[src/rtl/stack_ctrl_pkg.sv]
// Shared constants for the data-stack controller: default widths, opcodes and FSM states.
package stack_ctrl_pkg;

  localparam int DEFAULT_STACK_WIDTH     = 16;
  localparam int DEFAULT_DATA_STACK_SIZE = 4;

  localparam logic [2:0] OP_NOP   = 3'd0;
  localparam logic [2:0] OP_PUSH  = 3'd1;
  localparam logic [2:0] OP_POP   = 3'd2;
  localparam logic [2:0] OP_DUP   = 3'd3;
  localparam logic [2:0] OP_SWAP  = 3'd4;
  localparam logic [2:0] OP_OVER  = 3'd5;
  localparam logic [2:0] OP_REPL  = 3'd6;
  localparam logic [2:0] OP_REPL2 = 3'd7;

  typedef enum logic {
    ST_RDY,
    ST_SETTLE
  } state_t;

endpackage

[src/rtl/stack_ctrl.sv]
// Data-stack controller: TOS/NOS cached in registers, deeper entries spilled to an
// external registered-read memory that is kept prefetched at mem[sp-1].
module stack_ctrl
  import stack_ctrl_pkg::*;
#(
  parameter int STACK_WIDTH     = DEFAULT_STACK_WIDTH,
  parameter int DATA_STACK_SIZE = DEFAULT_DATA_STACK_SIZE
) (
  input  logic                       clk,
  input  logic                       rst,
  input  logic                       op_valid,
  output logic                       op_ready,
  input  logic [2:0]                 op,
  input  logic [STACK_WIDTH-1:0]     din,
  output logic [STACK_WIDTH-1:0]     tos,
  output logic [STACK_WIDTH-1:0]     nos,
  output logic [DATA_STACK_SIZE+1:0] depth,
  output logic                       empty,
  output logic                       full,
  output logic                       err_ovf,
  output logic                       err_unf,
  output logic [DATA_STACK_SIZE-1:0] mem_addr,
  output logic [STACK_WIDTH-1:0]     mem_in,
  output logic                       mem_wen,
  input  logic [STACK_WIDTH-1:0]     mem_out
);

  localparam int DW = DATA_STACK_SIZE + 2;
  localparam int CAP = (1 << DATA_STACK_SIZE) + 2;
  localparam logic [DW-1:0] CAP_D = DW'(CAP);
  localparam logic [DW-1:0] TWO_D = DW'(2);

  state_t state, next_state;
  logic [DATA_STACK_SIZE:0] sp;

  logic                   accept;
  logic                   is_push;
  logic                   is_pop;
  logic                   do_swap;
  logic                   do_repl;
  logic                   do_ovf;
  logic                   do_unf;
  logic                   two_plus;
  logic                   spill;
  logic                   fill;
  logic [STACK_WIDTH-1:0] push_val;

  assign op_ready = (state == ST_RDY);
  assign accept   = op_valid && op_ready;
  assign empty    = (depth == '0);
  assign full     = (depth == CAP_D);
  assign two_plus = (depth >= TWO_D);

  // Decode the accepted op into one action class; illegal ops become error pulses.
  always_comb begin
    is_push  = 1'b0;
    is_pop   = 1'b0;
    do_swap  = 1'b0;
    do_repl  = 1'b0;
    do_ovf   = 1'b0;
    do_unf   = 1'b0;
    push_val = din;
    if (accept) begin
      case (op)
        OP_NOP: ;
        OP_PUSH: is_push = 1'b1;
        OP_DUP: begin
          if (empty) do_unf = 1'b1;
          else begin
            is_push  = 1'b1;
            push_val = tos;
          end
        end
        OP_OVER: begin
          if (!two_plus) do_unf = 1'b1;
          else begin
            is_push  = 1'b1;
            push_val = nos;
          end
        end
        OP_POP:   if (empty) do_unf = 1'b1; else is_pop = 1'b1;
        OP_REPL2: if (!two_plus) do_unf = 1'b1; else is_pop = 1'b1;
        OP_SWAP:  if (!two_plus) do_unf = 1'b1; else do_swap = 1'b1;
        OP_REPL:  if (empty) do_unf = 1'b1; else do_repl = 1'b1;
      endcase
      if (is_push && full) begin
        is_push = 1'b0;
        do_ovf  = 1'b1;
      end
    end
  end

  assign spill    = is_push && two_plus;
  assign fill     = is_pop && (depth > TWO_D);
  assign mem_wen  = spill;
  assign mem_in   = nos;
  // Idle address sits at sp-1 so the next pop finds NOS refill data already in mem_out.
  assign mem_addr = spill ? sp[DATA_STACK_SIZE-1:0]
                          : sp[DATA_STACK_SIZE-1:0] - 1'b1;

  // State register.
  always_ff @(posedge clk) begin
    if (rst) state <= ST_RDY;
    else     state <= next_state;
  end

  // One bubble after any sp change lets the registered read reload mem[sp-1].
  always_comb begin
    next_state = state;
    case (state)
      ST_RDY:    if (spill || fill) next_state = ST_SETTLE;
      ST_SETTLE: next_state = ST_RDY;
      default:   next_state = ST_RDY;
    endcase
  end

  // Datapath: TOS/NOS registers, depth and memory pointer, sticky error flags.
  always_ff @(posedge clk) begin
    if (rst) begin
      tos     <= '0;
      nos     <= '0;
      depth   <= '0;
      sp      <= '0;
      err_ovf <= 1'b0;
      err_unf <= 1'b0;
    end else begin
      if (do_ovf) err_ovf <= 1'b1;
      if (do_unf) err_unf <= 1'b1;
      if (is_push) begin
        nos   <= tos;
        tos   <= push_val;
        depth <= depth + 1'b1;
        if (spill) sp <= sp + 1'b1;
      end else if (is_pop) begin
        if (op == OP_REPL2)       tos <= din;
        else if (depth == DW'(1)) tos <= '0;
        else                      tos <= nos;
        if (fill) begin
          nos <= mem_out;
          sp  <= sp - 1'b1;
        end else begin
          nos <= '0;
        end
        depth <= depth - 1'b1;
      end else if (do_swap) begin
        tos <= nos;
        nos <= tos;
      end else if (do_repl) begin
        tos <= din;
      end
    end
  end

endmodule
[config.mk]
export PLATFORM = sky130hd
export DESIGN_NAME = stack_ctrl
export DESIGN_NICKNAME = d
export VERILOG_FILES = /design/src/rtl/stack_ctrl_pkg.sv /design/src/rtl/stack_ctrl.sv
export SDC_FILE = /design/constraint.sdc
export NUM_CORES = 1
export LEC_CHECK = 0
export BUFFER_PORTS_ARGS = -buffer_cell sky130_fd_sc_hd__buf_2
export CAP_MARGIN = 30
export CORE_ASPECT_RATIO = 0.9
export CORE_MARGIN = 4
export CORE_UTILIZATION = 50
export CTS_CLUSTER_DIAMETER = 150
export DETAILED_ROUTE_END_ITERATION = 8
export MAX_ROUTING_LAYER = met4
export PLACE_DENSITY = 0.8
export SLEW_MARGIN = 20
export SYNTH_ARGS = -nofsm -noshare
export SYNTH_HDL_FRONTEND = slang
export SYNTH_SLANG_ARGS = --single-unit
[constraint.sdc]
create_clock -name clk -period 3.27 [get_ports clk]
set_input_delay 0.4905 -clock clk [delete_from_list [all_inputs] [get_ports clk]]
set_output_delay 0.4905 -clock clk [all_outputs]
set_load 0.01 [all_outputs]
After elaboration in Yosys (flattened, before gate mapping)
Cells that the tools add are included.
W data, S select, Z words.
{"block": "totals", "regBits": 46, "inputBits": 38, "out_inout_bits": 64, "word_cells": 81}
{"block": "op_classes", "addsub": 5, "magnitude_cmp": 2, "n_eq_ne": 11, "mux": 41, "bitwise": 1, "reduce_logical": 14}
{"cell": "$mux W16", "n": 13}
{"cell": "$pmux W16 S2", "n": 1}
{"cell": "$mux W5", "n": 4}
{"cell": "$mux W1", "n": 16}
{"cell": "$eq A3 B3 Y1 const B", "n": 4}
{"cell": "$mux W6", "n": 2}
{"cell": "$add A6 B1 Y6 const B", "n": 1}
{"cell": "$eq A3 B2 Y1 const B", "n": 2}
{"cell": "$eq A6 B1 Y1 const B", "n": 1}
{"cell": "$eq A6 B5 Y1 const B", "n": 1}
{"cell": "$ge A6 B2 Y1 const B", "n": 1}
{"cell": "$gt A6 B2 Y1 const B", "n": 1}
{"cell": "$logic_not A6 Y1", "n": 1}
{"cell": "$pmux W1 S2", "n": 3}
{"cell": "$reduce_or A3 Y1", "n": 2}
{"cell": "$sub A6 B1 Y6 const B", "n": 1}
{"cell": "$add A5 B1 Y5 const B", "n": 1}
{"cell": "$sub A5 B1 Y5 const B", "n": 1}
{"cell": "$logic_and A1 B1 Y1", "n": 4}
{"cell": "$mux W4", "n": 1}
{"cell": "$ne A4 B4 Y1 const B", "n": 1}
{"cell": "$reduce_bool A2 Y1", "n": 2}
{"cell": "$reduce_bool A4 Y1", "n": 1}
{"cell": "$sub A4 B1 Y4 const B", "n": 1}
{"cell": "other kinds (8)", "n": 8}

Longest topological paths before layout
{"block": "depth", "ltp_word": 11, "ltp_mapped": 13, "depth_no_buf": 12}

Worst setup path after synthesis
Ideal clock, no wire load.
{"block": "synth_path", "kind": "reg2reg", "startpoint": "register depth[0]", "endpoint": "register sp[3]", "setup_time_ns": 0.123, "arrival_time_ns": 2.539, "t_required_ns": 3.147, "slack_ns": 0.608, "path_stages_with_launch": 14, "n_path_buf": 1, "period_less_slack_ns": 2.662, "path_cell_list": "dfxtp_1 > inv_1 > ha_1 > nand2_1 > or4_1 > buf_2 > inv_2 > nor3_2 > inv_1 > ha_1 > o21ai_0 > a32oi_1 > a221oi_1 > mux2_1"}
{"block": "synth_between", "elab_cells_between_ends": 20, "classes_between": "order compare: 2; eq/ne: 2; mux: 9; reduce/logical: 7"}
{"item": "start: declaration", "line_no": "stack_ctrl.sv:17", "source": "output logic [DATA_STACK_SIZE+1:0] depth,"}
{"item": "start signal: assignment", "line_no": "stack_ctrl.sv:132", "source": "depth <= depth + 1'b1;"}
{"item": "start signal: assignment", "line_no": "stack_ctrl.sv:144", "source": "depth <= depth - 1'b1;"}
{"item": "$eq A6 B5 Y1 *", "line_no": "stack_ctrl.sv:51", "source": "assign full = (depth == CAP_D);"}
{"item": "net full", "line_no": "stack_ctrl.sv:19", "source": "output logic full,"}
{"item": "$logic_and A1 B1 Y1 *", "line_no": "stack_ctrl.sv:86", "source": "if (is_push && full) begin"}
{"item": "$mux W1 *", "line_no": "stack_ctrl.sv:86"}
{"item": "$mux W1 *", "line_no": "stack_ctrl.sv:63", "source": "if (accept) begin"}
{"item": "$logic_and A1 B1 Y1", "line_no": "stack_ctrl.sv:93", "source": "assign spill = is_push && two_plus;"}
{"item": "$ne A2 B1 Y1 (no line)"}
{"item": "$reduce_and A3 Y1 (no line)"}
{"item": "end signal: assignment", "line_no": "stack_ctrl.sv:133", "source": "if (spill) sp <= sp + 1'b1;"}
{"item": "end signal: assignment", "line_no": "stack_ctrl.sv:140", "source": "sp <= sp - 1'b1;"}
{"item": "end: declaration", "line_no": "stack_ctrl.sv:34", "source": "logic [DATA_STACK_SIZE:0] sp;"}
Mark *: on every way through the listed nets, which the timed path passes. The rest lies on a longest branch. The select of a mux whose other input is x is not followed.
A chain may end at the register's enable or synchronous reset.

Final worst setup path
{"block": "layout_path", "startpoint": "register depth[0]", "endpoint": "output port mem_addr[3]"}
{"block": "layout_between", "elab_chain_cells": 9, "elab_cells_between_ends": 12, "classes_between": "order compare: 1; eq/ne: 1; mux: 7; reduce/logical: 3"}
{"item": "$ge A6 B2 Y1 or $logic_not A6 Y1 (tied branches)", "line_no": "stack_ctrl.sv:52, stack_ctrl.sv:50"}
{"item": "$mux W1, on equally long branches", "line_no": "stack_ctrl.sv:75, stack_ctrl.sv:68"}
{"item": "$pmux W1 S3", "line_no": "stack_ctrl.sv:64", "source": "case (op)"}
{"item": "$mux W1", "line_no": "stack_ctrl.sv:63"}
{"item": "$logic_and A1 B1 Y1", "line_no": "stack_ctrl.sv:86"}
{"item": "$mux W1", "line_no": "stack_ctrl.sv:86"}
{"item": "$mux W1", "line_no": "stack_ctrl.sv:63"}
{"item": "$logic_and A1 B1 Y1 *", "line_no": "stack_ctrl.sv:93"}
{"item": "$mux W4 *", "line_no": "stack_ctrl.sv:98", "source": "assign mem_addr = spill ? sp[DATA_STACK_SIZE-1:0]"}
{"item": "end: declaration", "line_no": "stack_ctrl.sv:22", "source": "output logic [DATA_STACK_SIZE-1:0] mem_addr,"}
Every way passes the cells marked *; elsewhere a longest branch is shown, timed or not. The select of a mux whose other input is x is not followed.

==> metrics.txt <==
final wirelength around 8.7 mm; leak pwr 0.00144 uW; setup bufs post-CTS 0; nets about 450; HP Class primary input to register; total chip power 1640 uW; clk_lat worst skew 0.31 ns; Core Region 0.00535 mm^2; mean post-synth cell area 8.46 um^2; critical-path cell list inv_1 > ha_1 > nand2_1 > or4_1 > nand3_2 > inv_2 > nor4_1 > xor2_1 > buf_2; Slew headroom 46.9%; Post-synth top flop dfxtp_1; Crit. End Element output pin; synthesized instance count 334; initial antenna violation count 0; hold buffer count at CTS 0; CTS max path bufs 2; Total Routing Usage GR 25.0%; post-DP HPWL 6.10 mm; Final Critical Period 3.06 ns; FMAX roughly 0.33 GHz; via count 3058; Max Cap Viol 0; Multi-input gate area approximately 0.0016 mm^2; Critical Path AT 2.57 ns; Inserted Clock Buffers 5; final-report setup violation count 0; I/O pin count between 100 and 150; most common cell after layout, fill and taps aside buf_2; routed vias/inst 6.44; Post-Syn Area 0.00283 mm^2; Site Rows 25; Fin. Hold Viols 0; Critical Path Start Type register; Slowest-stage cell, CP or4_1; Die X 87.3 um; GRT overflow 0; CP delay by family, top simple AND/OR/NAND/NOR gates; async set-reset flop share out of synthesis 0%; flops & latches, synth 45; most frequent cells in the layout buf_2, dfxtp_1, nor3_1; layout cells sized above 1 35.0%; Yosys cell types 56; Post-CTS Resized 0; port buffer count 101; # DRC 0; Final period util 93.6%; leading post-synthesis cells by cell area dfxtp_1, a311oi_1, a211oi_2; Initial Utilization 52.8%; status finished, final reports clean; Crit Path Max Fanout 8; Initial DRT Pass Iterations 5; Yosys Warn Count 0; largest net degree at the start of global routing 32; Synth area leader dfxtp_1; Post-synth EDFFs 0; Post-DRT Antenna Nets 0; DRT iter0 DRCs ~290; RSZ-0062 raised after global routing false; register area share after synthesis 31.9%; die area 0.00692 mm^2; number of global-route vias before repair 2702; worst slew pin tran around 0.8 ns; clock skew about 0.010 ns; Slew Limit Fails 0; Worst Path Required 2.78 ns; max incr delay on CP 0.55 ns; Placer Congestion 0.885; Die Y between 70 and 80 um; register clock-pin slew on the reported worst setup and hold paths 0.09 ns; filler instances 475; crit path kind register to output pin; Yosys top cell area share 31.9%; Worst VDD drop 0.229 mV; Antenna Cells 0; register area 901 um^2; Area Overhead vs Synth 19.2%; syn_nets 380; CTS tree yes; Num Clock Sinks 45; htree depth 2; setup TNS 0 ns; Crit path buffers/inverters 3; power per cell area 488 mW/mm^2; Root Driver clkbuf_8; first-pass GRT wire length 13.5 mm; Routed WL per cell 18.4 um
## path summary, 6_finish.rpt
path / start / end / slack, ns / depth (start not counted)
setup reg to reg: depth[0]$_SDFFE_PP0P_ / mem_in[8]$_SDFFE_PP0P_ / 0.25 / 8
hold / removal: din[3] / tos[3]$_SDFFE_PP0P_ / 0.45 / 3
setup / recovery: depth[0]$_SDFFE_PP0P_ / mem_addr[3] / 0.21 / 9
hold reg to reg: err_unf$_SDFFE_PP0P_ / err_unf$_SDFFE_PP0P_ / 0.47 / 2
## cell type report
type	instances	share of cell area, %
multi-input combinational	232	48.9
sequential	45	26.7
timing repair buffer	111	17.2
tap	67	2.49
clock buffer	6	2.15
inverter	12	1.34
clock inverter	2	1.15
## power breakdown
part / switching, uW / internal, uW
clock: 205 / 230
sequential: 67.6 / 612
combinational: 300 / 231
## stage by stage
stage | instances | util (%) | instance area (um^2) | hold WS [ns] | setup slack (ns)
2_1_floorplan | 334 | - | 2830 | 0.505 | 0.608
3_3_place_gp | 466 | 60.6 | 3240 | 0.455 | 0.396
3_5_place_dp | 467 | 60.8 | 3250 | 0.462 | 0.358
4_1_cts | 475 | 62.9 | 3360 | 0.454 | 0.0673
5_1_grt | 475 | 63.0 | 3370 | 0.459 | 0.0224
6_report | 475 | 63.0 | 3370 | 0.451 | 0.209
## layer usage
metal	global-route usage, %	vias to the layer above	wire length, um
met5	-	-	0
li1	-	1416	-
met1	34.6	1425	3730
met3	5.50	12	972
met4	7.21	0	104
met2	36.4	205	3940
## worst min-delay path: cells and delay by family
kind / cells / cell delay (ns)
buffers and inverters: 1 / 0.09
AOI/OAI and AO/OA: 1 / 0.08
and+or+nand+nor: 1 / 0.05
## registers in the layout, summed over array words and instances, names as in the netlist
name     cells
err_unf      1
err_ovf      1
depth        6
state        1
sp           4
tos         16
mem_in      16
## synthesized netlist by cell type, types with 11 or more instances
master	number
nor2_1	12
clkbuf_1	19
buf_4	16
a211oi_1	11
dfxtp_1	45
o21ai_1	20
nand3_1	21
nor4_1	18
a22oi_1	16
a311oi_1	16
nor3_1	24
nand2_1	13
## cells by family (layout without fill, tap and decap cells)
logic type,after synthesis,in the layout,synth area share [%]
AOI/OAI and AO/OA,107,107,29.6
xor gates and xnor gates,4,4,1.24
adders and majority gates,8,8,3.54
buffers and inverters,57,131,10.6
DFF,45,45,31.9
muxes,2,2,0.797
and+or+nand+nor,111,111,22.4
No activity file was read; power rests on OpenSTA's default activity.
